===== src/rtl/alu_ctl_seq_if.sv =====
// Handshake and decode-field bundle between decode and the ALU-control stage.
interface alu_ctl_seq_if;
  logic       in_valid;
  logic       in_ready;
  logic [1:0] aluop;
  logic [6:0] func7;
  logic [2:0] func3;
  logic       flush;
  logic       out_valid;
  logic       out_ready;
  logic [4:0] aluctl;
  logic       illegal;
  logic       busy;

  // Decode side plus execute-side ready: drives the stage.
  modport master (
    output in_valid, aluop, func7, func3, flush, out_ready,
    input  in_ready, out_valid, aluctl, illegal, busy
  );

  // The ALU-control stage itself.
  modport slave (
    input  in_valid, aluop, func7, func3, flush, out_ready,
    output in_ready, out_valid, aluctl, illegal, busy
  );
endinterface


===== src/rtl/alu_ctl_seq.sv =====
// Registered ALU-control stage: decodes aluop/func7/func3 into a 5-bit ALU
// control word and holds it for a configurable number of cycles on MUL/DIV.
module alu_ctl_seq #(
  parameter bit          ENABLE_M = 1'b1,
  parameter int unsigned MUL_LAT  = 3,
  parameter int unsigned DIV_LAT  = 8
) (
  input logic          clk,
  input logic          rst,
  alu_ctl_seq_if.slave bus
);

  localparam int unsigned MAX_LAT = (MUL_LAT > DIV_LAT) ? MUL_LAT : DIV_LAT;
  localparam int unsigned CNT_W   = $clog2(MAX_LAT + 1);
  localparam logic [CNT_W-1:0] MUL_CNT = (MUL_LAT > 1) ? CNT_W'(MUL_LAT - 2) : '0;
  localparam logic [CNT_W-1:0] DIV_CNT = (DIV_LAT > 1) ? CNT_W'(DIV_LAT - 2) : '0;

  typedef enum logic [4:0] {
    ALU_AND     = 5'b00000,
    ALU_OR      = 5'b00001,
    ALU_ADD     = 5'b00010,
    ALU_SLL     = 5'b00011,
    ALU_SRL     = 5'b00100,
    ALU_SRA     = 5'b00101,
    ALU_SUB     = 5'b00110,
    ALU_SLT     = 5'b00111,
    ALU_SLTU    = 5'b01000,
    ALU_XOR     = 5'b01100,
    ALU_ILLEGAL = 5'b11111
  } alu_op_e;

  typedef enum logic {
    S_IDLE,
    S_BUSY
  } state_e;

  state_e           state_q, state_d;
  logic [CNT_W-1:0] cnt_q, cnt_d;
  logic [4:0]       aluctl_q, aluctl_d;
  logic             illegal_q, illegal_d;
  logic             out_valid_q, out_valid_d;
  logic             busy_q, busy_d;

  logic [4:0] dec_ctl;
  logic       dec_ill;
  logic       dec_mul;
  logic       dec_div;
  logic       in_ready;
  logic       accept;

  // Base RV32I register/immediate op selected by func3 alone.
  function automatic logic [4:0] base_op(input logic [2:0] f3);
    logic [4:0] op;
    case (f3)
      3'b000:  op = ALU_ADD;
      3'b001:  op = ALU_SLL;
      3'b010:  op = ALU_SLT;
      3'b011:  op = ALU_SLTU;
      3'b100:  op = ALU_XOR;
      3'b101:  op = ALU_SRL;
      3'b110:  op = ALU_OR;
      default: op = ALU_AND;
    endcase
    return op;
  endfunction

  // Combinational decode of the incoming op; illegal is implied by the code.
  always_comb begin
    dec_ctl = ALU_ILLEGAL;
    dec_mul = 1'b0;
    dec_div = 1'b0;
    case (bus.aluop)
      2'b00: begin
        dec_ctl = base_op(bus.func3);
        if (bus.func3 == 3'b001 && bus.func7 != 7'b0000000) begin
          dec_ctl = ALU_ILLEGAL;
        end else if (bus.func3 == 3'b101) begin
          if (bus.func7 == 7'b0000000) begin
            dec_ctl = ALU_SRL;
          end else if (bus.func7 == 7'b0100000) begin
            dec_ctl = ALU_SRA;
          end else begin
            dec_ctl = ALU_ILLEGAL;
          end
        end
      end
      2'b01: dec_ctl = ALU_SUB;
      2'b11: dec_ctl = ALU_ADD;
      default: begin
        case (bus.func7)
          7'b0000000: dec_ctl = base_op(bus.func3);
          7'b0100000: begin
            if (bus.func3 == 3'b000) begin
              dec_ctl = ALU_SUB;
            end else if (bus.func3 == 3'b101) begin
              dec_ctl = ALU_SRA;
            end
          end
          7'b0000001: begin
            if (ENABLE_M) begin
              dec_ctl = {2'b10, bus.func3};
              dec_mul = ~bus.func3[2];
              dec_div = bus.func3[2];
            end
          end
          default: ;
        endcase
      end
    endcase
    dec_ill = (dec_ctl == ALU_ILLEGAL);
  end

  assign in_ready = (state_q == S_IDLE) && !bus.flush && (!out_valid_q || bus.out_ready);
  assign accept   = bus.in_valid && in_ready;

  // Next-state and output-register logic; flush overrides everything.
  always_comb begin
    state_d     = state_q;
    cnt_d       = cnt_q;
    aluctl_d    = aluctl_q;
    illegal_d   = illegal_q;
    out_valid_d = out_valid_q;
    busy_d      = busy_q;
    if (bus.flush) begin
      state_d     = S_IDLE;
      cnt_d       = '0;
      aluctl_d    = '0;
      illegal_d   = 1'b0;
      out_valid_d = 1'b0;
      busy_d      = 1'b0;
    end else begin
      case (state_q)
        S_IDLE: begin
          if (accept) begin
            aluctl_d  = dec_ctl;
            illegal_d = dec_ill;
            if (dec_mul && MUL_LAT > 1) begin
              state_d     = S_BUSY;
              cnt_d       = MUL_CNT;
              busy_d      = 1'b1;
              out_valid_d = 1'b0;
            end else if (dec_div && DIV_LAT > 1) begin
              state_d     = S_BUSY;
              cnt_d       = DIV_CNT;
              busy_d      = 1'b1;
              out_valid_d = 1'b0;
            end else begin
              out_valid_d = 1'b1;
            end
          end else if (bus.out_ready) begin
            out_valid_d = 1'b0;
          end
        end
        default: begin
          if (cnt_q == '0) begin
            state_d     = S_IDLE;
            busy_d      = 1'b0;
            out_valid_d = 1'b1;
          end else begin
            cnt_d = cnt_q - 1'b1;
          end
        end
      endcase
    end
  end

  // State and output registers with asynchronous reset.
  always_ff @(posedge clk or posedge rst) begin
    if (rst) begin
      state_q     <= S_IDLE;
      cnt_q       <= '0;
      aluctl_q    <= '0;
      illegal_q   <= 1'b0;
      out_valid_q <= 1'b0;
      busy_q      <= 1'b0;
    end else begin
      state_q     <= state_d;
      cnt_q       <= cnt_d;
      aluctl_q    <= aluctl_d;
      illegal_q   <= illegal_d;
      out_valid_q <= out_valid_d;
      busy_q      <= busy_d;
    end
  end

  assign bus.in_ready  = in_ready;
  assign bus.out_valid = out_valid_q;
  assign bus.aluctl    = aluctl_q;
  assign bus.illegal   = illegal_q;
  assign bus.busy      = busy_q;

endmodule


===== src/flat_wrapper.sv =====
// flat-port wrapper written by rule: the top's interface ports become plain ports
module alu_ctl_seq_flat 
#(
  parameter bit          ENABLE_M = 1'b1,
  parameter int unsigned MUL_LAT  = 3,
  parameter int unsigned DIV_LAT  = 8
)
  (clk, rst, bus_in_valid, bus_aluop, bus_func7, bus_func3, bus_flush, bus_out_ready, bus_in_ready, bus_out_valid, bus_aluctl, bus_illegal, bus_busy);
  alu_ctl_seq_if bus_i ();
  input logic clk;
  input logic rst;
  input wire logic [$bits(bus_i.in_valid)-1:0] bus_in_valid;
  input wire logic [$bits(bus_i.aluop)-1:0] bus_aluop;
  input wire logic [$bits(bus_i.func7)-1:0] bus_func7;
  input wire logic [$bits(bus_i.func3)-1:0] bus_func3;
  input wire logic [$bits(bus_i.flush)-1:0] bus_flush;
  input wire logic [$bits(bus_i.out_ready)-1:0] bus_out_ready;
  output wire logic [$bits(bus_i.in_ready)-1:0] bus_in_ready;
  output wire logic [$bits(bus_i.out_valid)-1:0] bus_out_valid;
  output wire logic [$bits(bus_i.aluctl)-1:0] bus_aluctl;
  output wire logic [$bits(bus_i.illegal)-1:0] bus_illegal;
  output wire logic [$bits(bus_i.busy)-1:0] bus_busy;
  assign bus_i.in_valid = bus_in_valid;
  assign bus_i.aluop = bus_aluop;
  assign bus_i.func7 = bus_func7;
  assign bus_i.func3 = bus_func3;
  assign bus_i.flush = bus_flush;
  assign bus_i.out_ready = bus_out_ready;
  assign bus_in_ready = bus_i.in_ready;
  assign bus_out_valid = bus_i.out_valid;
  assign bus_aluctl = bus_i.aluctl;
  assign bus_illegal = bus_i.illegal;
  assign bus_busy = bus_i.busy;
  alu_ctl_seq #(.ENABLE_M(ENABLE_M), .MUL_LAT(MUL_LAT), .DIV_LAT(DIV_LAT)) u_core (.clk(clk), .rst(rst), .bus(bus_i));
endmodule

===== config.mk =====
export PLATFORM = sky130hd
export DESIGN_NAME = alu_ctl_seq_flat
export DESIGN_NICKNAME = d
export VERILOG_FILES = /design/src/rtl/alu_ctl_seq_if.sv /design/src/rtl/alu_ctl_seq.sv /design/src/flat_wrapper.sv
export SDC_FILE = /design/constraint.sdc
export NUM_CORES = 1
export LEC_CHECK = 0
export ABC_AREA = 1
export BUFFER_PORTS_ARGS = -buffer_cell sky130_fd_sc_hd__buf_2
export CORE_MARGIN = 2
export CORE_UTILIZATION = 45
export CTS_CLUSTER_DIAMETER = 60
export DETAILED_ROUTE_END_ITERATION = 8
export GPL_TIMING_DRIVEN = 0
export MAX_ROUTING_LAYER = met4
export PLACE_DENSITY = 0.65
export SYNTH_ARGS = -nofsm -noshare
export SYNTH_HDL_FRONTEND = slang
export SYNTH_SLANG_ARGS = --single-unit

===== constraint.sdc =====
create_clock -name clk -period 3.34 [get_ports clk]
set_input_delay 0.167 -clock clk [delete_from_list [all_inputs] [get_ports clk]]
set_output_delay 0.167 -clock clk [all_outputs]
set_load 0.005 [all_outputs]

# Yosys cells after proc, flatten, opt, wreduce, memory -nomap -nowiden
# Cells that the tools add are included.
word_totals:
  regBits: 13
classes:
  addsub: 1
  eq_ne: 14
  n_mux: 45
  bitwise_logic: 2
  reduce_logical: 21
op_table:
  columns: ["operator", "count"]
  rows:
  - ["$mux W5", 9]
  - ["$pmux W5 S3", 2]
  - ["$pmux W4 S7", 1]
  - ["$mux W1", 26]
  - ["$mux W4", 6]
  - ["$pmux W4 S6", 1]
  - ["$eq A3 B3 Y1 const B", 3]
  - ["$reduce_bool A4 Y1", 2]
  - ["$eq A7 B1 Y1 const B", 1]
  - ["$eq A7 B6 Y1 const B", 1]
  - ["$logic_not A7 Y1", 1]
  - ["$reduce_bool A7 Y1", 1]
  - ["$eq A3 B2 Y1 const B", 2]
  - ["$ne A3 B3 Y1 const B", 2]
  - ["$reduce_and A3 Y1", 2]
  - ["$eq A5 B5 Y1 const B", 1]
  - ["$logic_and A1 B1 Y1", 4]
  - ["$logic_not A4 Y1", 1]
  - ["$reduce_and A2 Y1", 2]
  - ["$sub A4 B1 Y4 const B", 1]
  - ["$eq A3 B1 Y1 const B", 1]
  - ["$logic_not A3 Y1", 1]
  - ["$reduce_bool A3 Y1", 1]
  - ["$reduce_or A3 Y1", 1]
  - ["other kinds (8)", 10]

# Depth between registers and ports, before layout
# Gate-level depths: netlist (run 1).
logic_depth:
  word_depth: 10
  mapped_depth: 10
  mapped_depth_nobuf: 10

# Worst setup path after synthesis (run 1)
# OpenSTA, ideal clock, no wires.
synth_path:
  kind: "register to register"
  from: "reg u_core.state_q"
  to: "reg u_core.cnt_q[1]"
  t_arrival_ns: 1.222
  t_required_ns: 3.263
  path_slack_ns: 2.041
  path_stages_with_launch: 8
  path_cell_list: "dfrtp_1 nor2_4 nand3_2 clkinv_2 nand2_4 a21oi_4 nor2_1 a21oi_1"
synth_between:
  elab_chain_cells: 6
synth_rtl:
  columns: ["item", "line_no", "source"]
  rows:
  - ["start, declared", "alu_ctl_seq.sv:37", "state_e state_q, state_d;"]
  - ["start signal, assigned", "alu_ctl_seq.sv:177", "state_q <= state_d;"]
  - ["$not A1 Y1", "alu_ctl_seq.sv:113", "assign in_ready = (state_q == S_IDLE) && !bus.flush && (!out_valid_q || bus.out_ready);"]
  - ["$logic_and A1 B1 Y1 (2 in series)", "alu_ctl_seq.sv:113", null]
  - ["$logic_and A1 B1 Y1", "alu_ctl_seq.sv:114", "assign accept = bus.in_valid && in_ready;"]
  - ["$reduce_bool A3 Y1 (no line)", null, null]
  - ["$reduce_and A3 Y1 (no line)", null, null]
  - ["end signal, assigned", "alu_ctl_seq.sv:178", "cnt_q <= cnt_d;"]
  - ["end, declared", "alu_ctl_seq.sv:38", "logic [CNT_W-1:0] cnt_q, cnt_d;"]
# Parallel ways exist; a longest one is shown, timed or not.
# A chain may end at the register's enable or synchronous reset.

# Final worst setup path (run 1)
layout_path:
  from: "reg u_core.state_q"
  to: "reg u_core.cnt_q[2]"
# The elaborated chain is that of the path after synthesis.

==> results of run 1 <==
==> cells by family (layout without fill, tap and decap cells) <==
group,after synthesis,after routing,synth area share [%]
and+or+nand+nor,93,93,41.8
adders and majority gates,2,2,2.41
buffers and inverters,28,58,10.2
xor gates and xnor gates,1,1,0.843
DFF,13,13,31.3
AOI/OAI and AO/OA,21,21,13.5
==> placed cells by master (no fill, tap or decap), types with 3 or more instances in the layout <==
master    count
o21ai_0       4
a21oi_1       6
dfrtp_1      13
clkbuf_4      3
nand3_1      16
nand2_1      49
nor2_4        3
inv_1        25
nor2_1       14
buf_2        25
==> through the flow <==
step / setup slack, ns / instance area (sq um) / hold slack, ns
5_1_grt: 1.64 / 1240 / 0.264
4_1_cts: 1.83 / 1240 / 0.220
6_report: 1.84 / 1240 / 0.230
2_1_floorplan: 2.04 / 1040 / 0.0440
3_5_place_dp: 1.84 / 1200 / 0.215
3_3_place_gp: 1.86 / 1200 / 0.209
==> path summary, 6_finish.rpt <==
path	start	end	slack, ns	cells after the start
setup / recovery	u_core.state_q$_DFF_PP0_	u_core.cnt_q[2]$_DFFE_PP0P_	1.84	7
hold / removal	bus_aluop[1]	u_core.bus.aluctl[2]$_DFFE_PP0P_	0.23	4
setup reg to reg	u_core.state_q$_DFF_PP0_	u_core.cnt_q[2]$_DFFE_PP0P_	1.84	7
hold reg to reg	u_core.bus.aluctl[4]$_DFFE_PP0P_	u_core.bus.aluctl[4]$_DFFE_PP0P_	0.48	1
max in group asynchronous	rst	u_core.bus.aluctl[1]$_DFFE_PP0P_	2.57	3
min in group asynchronous	rst	u_core.cnt_q[2]$_DFFE_PP0P_	0.44	3
==> tightest hold or removal path: cells and delay by family <==
| kind | cells | cell delay, ns |
|---|---|---|
| AOI/OAI and AO/OA | 1 | 0.07 |
| buffers and inverters | 1 | 0.11 |
| and+or+nand+nor | 2 | 0.14 |
==> layout make-up <==
class	count	area [sq um]
timing repair buffer	26	135
fill	226	955
sequential	13	325
multi-input combinational	117	608
clock buffer	4	26.3
inverter	28	106
tap	28	35.0
==> layer usage <==
metal / vias to the layer above / wire (um)
met5: - / 0
met4: 0 / 26
met3: 4 / 113
met2: 28 / 955
met1: 464 / 1150
li1: 564 / -
==> power by group <==
part / internal [mW] / switching, mW
Clock: 0.0464 / 0.0520
Sequential: 0.165 / 0.00414
Combinational: 0.0315 / 0.0497
==> sequential cells by signal, summed over array words and instances, names as in the netlist <==
name	count
u_core.cnt_q	4
u_core.bus.busy	1
u_core.state_q	1
u_core.bus.out_valid	1
u_core.bus.aluctl	5
u_core.bus.illegal	1
==> what timing repair did <==
action	in CTS	in global routing
setup buffers	0	0
hold buffers	1	0
hold endpoints to repair	13	0
==> results.sh, run 1 <==
export IMPL_vias=1060
export IMPL_clkSinkCount=13
export IMPL_insertion_delay_ns=0.28
export IMPL_cpPeakStageDelay_ns=0.45
export IMPL_netlist_top_cell_by_area="dfrtp_1"
export IMPL_detail_route_wl_per_cell_um=10.4
export IMPL_gr_usage_met2_pct=28.3
export IMPL_cp_slowest_cell="dfrtp_1"
export IMPL_crit_required_ns=3.55
export IMPL_worst_ep_arrival_time_ns=1.71
export IMPL_grt_max_degree=14
export IMPL_final_nets=208
export IMPL_core_sq_um=2190
export IMPL_hold_class="in -> reg"
export IMPL_slew_headroom_pct=67.5
export IMPL_max_clock_freq_mhz=665
export IMPL_die_area_sq_um=2710
export IMPL_core_rowCount=17
export IMPL_post_place_cells=211
export IMPL_grt_ovfl_total=0
export IMPL_firstDrtPassIters=5
export IMPL_drv_cap=0
export IMPL_portBuffers=25
export IMPL_diodes=0
export IMPL_grt_pass1_vias=918
export IMPL_critPathTopFamily="simple AND/OR/NAND/NOR gates"
export IMPL_gr_usage_all_layers_pct=19.5
export IMPL_fin_cells=216
export IMPL_fin_crit_sh_pct=45.0
export IMPL_cp_end_kind="flop"
export IMPL_antenna_found_initial=0
export IMPL_drive_gt1_share_pct=22.3
export IMPL_cts_resized=0
export IMPL_die_y_um=52.1
export IMPL_clock_skew_final_ns=0.00311
export IMPL_setup_viol=0
export IMPL_root_buffer="clkbuf_4"
export IMPL_ys_top_cells_by_count="49 x nand2_1, 25 x inv_1, 16 x nand3_1"
export IMPL_cts_tree="built"
export IMPL_synthFlopType="dfrtp_1"
export IMPL_leakagePower_nw=0.718
export IMPL_ys_seq_area_share_pct=31.3
export IMPL_ys_ff_latch=13
export IMPL_grt_pass1_wl_um=3850
export IMPL_antenna_left=0
export IMPL_status="finished clean"
export IMPL_h_tree_depth=1
export IMPL_synth_top_area_share_pct=31.3
export IMPL_p_total_mw=0.349
export IMPL_cts_buffer_depth=2
export IMPL_grt_use_met3_pct=3.45
export IMPL_slew_viol_final=0
export IMPL_numCtsBuffers=3
export IMPL_yosys_warnings=0
export IMPL_busiest_layer="met2"
export IMPL_synth_async_reset_ratio_pct=100
export IMPL_path_clk_slew_ns=0.08
export IMPL_area_growth_pct=18.9
export IMPL_final_core_util_pct=56.4
export IMPL_worst_setup_path_type="reg -> reg"
export IMPL_synth_area_top_cells="dfrtp_1 31%, nand2_1 18%, inv_1 9.0%"
export IMPL_worst_path_max_fanout=8
export IMPL_drc=0
export IMPL_rsz0062_at_grt="false"
export IMPL_tns_ns=0
export IMPL_synth_edf_count=0
export IMPL_syn_nets=177
export IMPL_max_slew_worst_pin_slew_ns=0.488
export IMPL_synth_avg_cell_area_sq_um=6.58
export IMPL_routabilityCongestion=0.852
export IMPL_hpwl_um=1820
export IMPL_io_pins=26
export IMPL_cp_cell_sequence="nor2_4 -> nand3_2 -> clkinv_2 -> nand2_4 -> a21oi_4 -> nor2_1 -> a21oi_1"
export IMPL_syn_area_sq_um=1040
export IMPL_fin_crit_ns=1.50
export IMPL_vdd_drop_max_v=0.000184
export IMPL_drt_wl_total_um=2240
export IMPL_crit_buf_inv=1
export IMPL_yosysMostFrequentCell="nand2_1"
export IMPL_synth_cells=158
export IMPL_hold_violations=0
export IMPL_drt_iter0_drc=28
export IMPL_die_w_um=52.1
export IMPL_ys_types=29
export IMPL_via_per_inst=4.91
export IMPL_power_density_nw_per_um2=282
export IMPL_cp_start_kind="flop"
export IMPL_grt_use_met1_pct=27.4
export IMPL_start_util_pct=47.5
Power figures use the tool's default switching activity.
==> run 2, diff against run 1 <==
PLACE_DENSITY = 0.68   (was 0.65)
clock period = 1.2 ns   (was 3.34 ns; I/O delays follow)
==> run 2 against run 1 <==
Compared with the run above:
- critical endpoint is now u_core.cnt_q[1]$_DFFE_PP0P_
- die area stayed put
- hold slack worse by 0.13 ns
- the run now ends with negative setup slack left
- critical path type unchanged
- global-route usage is 0.81 points higher
- non-clock buffer count is 8 higher
- highest routed layer unchanged
==> results.sh, run 2 (same netlist as run 1, synthesis figures left out) <==
export IMPL_status="complete, but fails checks"
export IMPL_violations="negative setup slack"
export IMPL_busiest_layer="met2"
export IMPL_die_w_um=52.1
export IMPL_die_y_um=52.1
export IMPL_cts_buffer_depth=2
export IMPL_cp_start_kind="flop"
export IMPL_clock_skew_final_ns=0.00112
export IMPL_tns_ns=-0.502
export IMPL_io_pins=26
export IMPL_via_per_inst=4.97
export IMPL_cp_slowest_cell="dfrtp_2"
export IMPL_critPathTopFamily="flip-flops"
export IMPL_drt_iter0_drc=25
export IMPL_grt_ovfl_total=0
export IMPL_largest_reg_flops=5
export IMPL_grt_max_degree=14
export IMPL_fin_crit_sh_pct=110
export IMPL_drv_cap=0
export IMPL_final_cell_mix="47 x nand2_1, 25 x buf_2, 22 x inv_1, 14 x nand3_1"
export IMPL_routabilityCongestion=0.856
export IMPL_fin_crit_ns=1.32
export IMPL_vias=1114
export IMPL_setup_viol=6
export IMPL_antenna_found_initial=0
export IMPL_drc=0
export IMPL_slew_headroom_pct=67.0
export IMPL_firstDrtPassIters=4
export IMPL_core_rowCount=17
export IMPL_grt_use_met1_pct=25.6
export IMPL_power_density_nw_per_um2=742
export IMPL_detail_route_wl_per_cell_um=10.9
export IMPL_worst_ep_arrival_time_ns=1.52
export IMPL_hold_class="in -> reg"
export IMPL_numCtsBuffers=3
export IMPL_root_buffer="clkbuf_4"
export IMPL_crit_required_ns=1.40
export IMPL_grt_use_met3_pct=3.45
export IMPL_cpPeakStageDelay_ns=0.41
export IMPL_path_clk_slew_ns=0.08
export IMPL_worst_path_max_fanout=8
export IMPL_cts_tree="built"
export IMPL_grt_pass1_vias=1012
export IMPL_cpMostUsedCell="buf_4"
export IMPL_leakagePower_nw=0.761
export IMPL_post_place_ws_ns=-0.258
export IMPL_area_growth_pct=31.9
export IMPL_hold_violations=0
export IMPL_start_util_pct=47.5
export IMPL_final_nets=216
export IMPL_hpwl_um=1850
export IMPL_max_slew_worst_pin_slew_ns=0.494
export IMPL_rsz0062_at_grt="true"
export IMPL_drt_wl_total_um=2440
export IMPL_worst_setup_path_type="reg -> reg"
export IMPL_crit_buf_inv=3
export IMPL_gr_usage_met2_pct=33.1
export IMPL_vdd_drop_max_v=0.000581
export IMPL_die_area_sq_um=2710
export IMPL_diodes=0
export IMPL_antenna_left=0
export IMPL_portBuffers=25
export IMPL_slew_viol_final=0
export IMPL_drive_gt1_share_pct=32.1
export IMPL_layout_setup_ws_ns=-0.118
export IMPL_h_tree_depth=1
export IMPL_insertion_delay_ns=0.27
export IMPL_cp_cell_sequence="nor2_4 -> buf_4 -> buf_6 -> buf_4 -> a21oi_4 -> nor2_1 -> a21oi_1"
export IMPL_grt_pass1_wl_um=4060
export IMPL_cp_end_kind="flop"
export IMPL_core_sq_um=2190
export IMPL_gr_usage_all_layers_pct=20.3
export IMPL_final_common_cell="nand2_1"
export IMPL_clkSinkCount=13
export IMPL_max_clock_freq_mhz=759
export IMPL_final_core_util_pct=62.6
==> run 2: worst reg2reg max path: stages, from the launching register on <==
cell and delay (ns):
dfrtp_2 0.41, nor2_4 0.05, buf_4 0.13, buf_6 0.11
buf_4 0.13, a21oi_4 0.22, nor2_1 0.06, a21oi_1 0.14
==> run 2: through the flow <==
| step | std cells | power [mW] | cell area [sq um] | hold slack, ns |
|---|---|---|---|---|
| floorplan | 158 | 0.622 | 1050 | -0.0630 |
| global placement | 211 | 0.701 | 1210 | 0.107 |
| detailed placement | 211 | 0.707 | 1210 | 0.106 |
| CTS | 221 | 1.00 | 1320 | 0.0940 |
| global route | 224 | 1.08 | 1370 | 0.0986 |
| finish | 224 | 1.02 | 1370 | 0.0993 |
==> run 2: path summary, 6_finish.rpt <==
check | slack (ns) | start | to | cells past startpoint
setup / recovery | -0.12 | u_core.state_q$_DFF_PP0_ | u_core.cnt_q[1]$_DFFE_PP0P_ | 7
hold / removal | 0.1 | bus_aluop[1] | u_core.bus.aluctl[2]$_DFFE_PP0P_ | 4
setup reg to reg | -0.12 | u_core.state_q$_DFF_PP0_ | u_core.cnt_q[1]$_DFFE_PP0P_ | 7
hold reg to reg | 0.49 | u_core.bus.aluctl[0]$_DFFE_PP0P_ | u_core.bus.aluctl[0]$_DFFE_PP0P_ | 2
max in group asynchronous | 0.50 | rst | u_core.state_q$_DFF_PP0_ | 3
min in group asynchronous | 0.34 | rst | u_core.bus.aluctl[4]$_DFFE_PP0P_ | 3
==> run 2: metal layers <==
metal  up-vias  wire length [um]
met5         -                 0
met4         0                12
met3         2               115
met2        34              1120
met1       497              1200
li1        581                 -
==> run 2: area by class of cell <==
type | count | area (sq um)
Multi-Input combinational cell | 117 | 668
Fill cell | 209 | 820
Tap cell | 28 | 35.0
Timing Repair Buffer | 34 | 203
Sequential cell | 13 | 327
Inverter | 28 | 113
Clock buffer | 4 | 26.3
==> run 2: repair_timing <==
action	4_1_cts	5_1_grt
setup buffers	5	3
hold buffers	1	0
pin swaps	5	4
hold endpoints to repair	13	0
endpoints found under the setup margin	13	13
resized for setup	11	9
==> run 2: where the power goes <==
group          total [mW]  internal (mW)  switching [mW]
clock network       0.277          0.129           0.148
registers           0.470          0.459          0.0113
logic               0.270          0.111           0.160
==> run 3, diff against run 2 <==
CORE_UTILIZATION = 47   (was 45)
PLACE_DENSITY = 0.71   (was 0.68)
==> run 3 against run 2 <==
Compared with the run above:
- the flow still finishes with violations (negative setup slack)
- non-clock buffer count decreased by 1
- critical endpoint is now bus_in_ready
- power shrank 2.0%
- worst setup slack got worse by 0.0013 ns
- largest power group unchanged
==> results.sh, run 3 (same netlist as run 1, synthesis figures left out) <==
export IMPL_crit_buf_inv=3
export IMPL_die_area_sq_um=2600
export IMPL_h_tree_depth=1
export IMPL_switchingPower_mw=0.306
export IMPL_p_seq_share_pct=47.2
export IMPL_grt_max_degree=14
export IMPL_portBuffers=25
export IMPL_cpPeakStageDelay_ns=0.44
export IMPL_final_cell_mix="48 x nand2_1, 25 x buf_2, 22 x inv_1, 16 x nand3_1, 13 x nor2_1"
export IMPL_root_buffer="clkbuf_4"
export IMPL_cp_slowest_cell="dfrtp_2"
export IMPL_nFillCells=195
export IMPL_status="complete, but fails checks"
export IMPL_tns_ns=-0.595
export IMPL_final_common_cell="nand2_1"
export IMPL_cp_cell_sequence="nor2_4 -> buf_4 -> buf_6 -> o21a_1 -> buf_2"
export IMPL_worst_hold_slack_ns=0.127
export IMPL_numCtsBuffers=3
export IMPL_core_rowCount=17
export IMPL_sw_frac_of_total_pct=30.7
export IMPL_drt_iter0_drc=30
export IMPL_max_slew_worst_pin_slew_ns=0.489
export IMPL_layout_setup_ws_ns=-0.119
export IMPL_met1Wirelength_um=1100
export IMPL_firstDrtPassIters=4
export IMPL_grt_pass1_wl_um=4020
export IMPL_vdd_drop_max_v=0.000542
export IMPL_drv_cap=0
export IMPL_hold_violations=0
export IMPL_cts_buffer_depth=2
export IMPL_area_growth_pct=28.2
export IMPL_path_clk_slew_ns=0.08
export IMPL_slew_viol_final=0
export IMPL_max_clock_freq_mhz=758
export IMPL_detail_route_wl_per_cell_um=10.5
export IMPL_hpwl_um=1790
export IMPL_worst_path_max_fanout=3
export IMPL_antenna_left=0
export IMPL_comb_power_share_pct=25.2
export IMPL_clock_skew_final_ns=0.00396
export IMPL_fin_area_sq_um=1330
export IMPL_via_per_inst=5.05
export IMPL_gr_usage_all_layers_pct=20.7
export IMPL_final_nets=215
export IMPL_power_density_nw_per_um2=748
export IMPL_p_total_mw=0.997
export IMPL_insertion_delay_ns=0.28
export IMPL_vias=1127
export IMPL_clkSinkCount=13
export IMPL_cp_end_kind="output pin"
export IMPL_critPathTopFamily="flip-flops"
export IMPL_setup_viol=9
export IMPL_worst_ep_arrival_time_ns=1.26
export IMPL_core_sq_um=2150
export IMPL_fin_crit_sh_pct=110
export IMPL_antenna_found_initial=0
export IMPL_reg2reg_slack_ns=-0.09
export IMPL_routabilityCongestion=0.879
export IMPL_fin_crit_ns=1.32
export IMPL_leakagePower_nw=0.757
export IMPL_worst_setup_path_type="reg -> out"
export IMPL_cts_tree="built"
export IMPL_clkPwrFrac_pct=27.7
export IMPL_violations="negative setup slack"
export IMPL_fin_cells=223
export IMPL_diodes=0
export IMPL_wl_met3_um=139
export IMPL_hold_class="in -> reg"
export IMPL_crit_required_ns=1.14
export IMPL_cp_start_kind="flop"
export IMPL_post_place_cells=211
export IMPL_largest_reg_flops=5
export IMPL_top_layer="met4"
export IMPL_p_int_mw=0.691
export IMPL_drt_wl_total_um=2350
export IMPL_grt_pass1_vias=1025
export IMPL_io_pins=26
export IMPL_die_y_um=51.0
export IMPL_placed_cell_area_sq_um=1210
export IMPL_drc=0
export IMPL_start_util_pct=48.4
export IMPL_die_w_um=51.0
export IMPL_met2_length_um=1060
export IMPL_slew_headroom_pct=67.3
export IMPL_rsz0062_at_grt="true"
export IMPL_drive_gt1_share_pct=29.2
export IMPL_grt_ovfl_total=0
## run 3: cell count changes in the layout (fill, tap and decap cells not counted), sizes merged
cell	delta
buf	-1
## run 3: routing by layer
layer | vias up | track usage [%]
li1 | 582 | -
met1 | 501 | 25.7
met2 | 38 | 33.3
met3 | 6 | 3.51
met4 | 0 | 9.01
met5 | - | -
## run 3: area by class of cell
cell class | instances | area, sq um | share of cell area (%)
Sequential cell | 13 | 327 | 24.5
Inverter | 28 | 110 | 8.26
Multi-Input combinational cell | 117 | 643 | 48.3
Clock buffer | 4 | 26.3 | 1.97
Timing Repair Buffer | 33 | 191 | 14.4
Tap cell | 28 | 35.0 | 2.63
## run 3: worst paths after layout
kind / startpoint / endpoint / cells past startpoint
worst max register to register: u_core.state_q$_DFF_PP0_ / u_core.cnt_q[1]$_DFFE_PP0P_ / 7
worst min register to register: u_core.bus.aluctl[4]$_DFFE_PP0P_ / u_core.bus.aluctl[4]$_DFFE_PP0P_ / 1
max in group asynchronous: rst / u_core.state_q$_DFF_PP0_ / 3
min in group asynchronous: rst / u_core.bus.aluctl[4]$_DFFE_PP0P_ / 3
worst min-delay path: bus_aluop[1] / u_core.bus.aluctl[2]$_DFFE_PP0P_ / 4
worst max-delay path: u_core.state_q$_DFF_PP0_ / bus_in_ready / 5
## run 3: power groups by stage
stage          Combinational, mW  Clock (mW)  Sequential (mW)
2_1_floorplan              0.142           0            0.480
3_3_place_gp               0.222           0            0.478
3_5_place_dp               0.227           0            0.479
4_1_cts                    0.246       0.286            0.470
5_1_grt                    0.284       0.295            0.473
6_report                   0.251       0.276            0.470
## run 3: per-stage QoR
stage / utilization [%] / setup WS (ns)
final: 62.0 / -0.119
after global routing: 62.0 / -0.198
after CTS: 60.7 / -0.0883
after detailed placement: 56.4 / -0.214
after global placement: 56.4 / -0.203
after floorplan: - / -0.0610
## run 3: worst min-delay path, stage by stage
cell and delay, ns:
buf_2 0.10, a21oi_1 0.08, nand3_1 0.07, nand2_1 0.05
## run 3: timing repair
item,in CTS,in global routing
endpoints found under the hold margin,13,0
hold buffers,1,0
buffers inserted,6,2
setup endpoints to repair,11,13
gates resized for setup,6,5
pin swaps,7,5
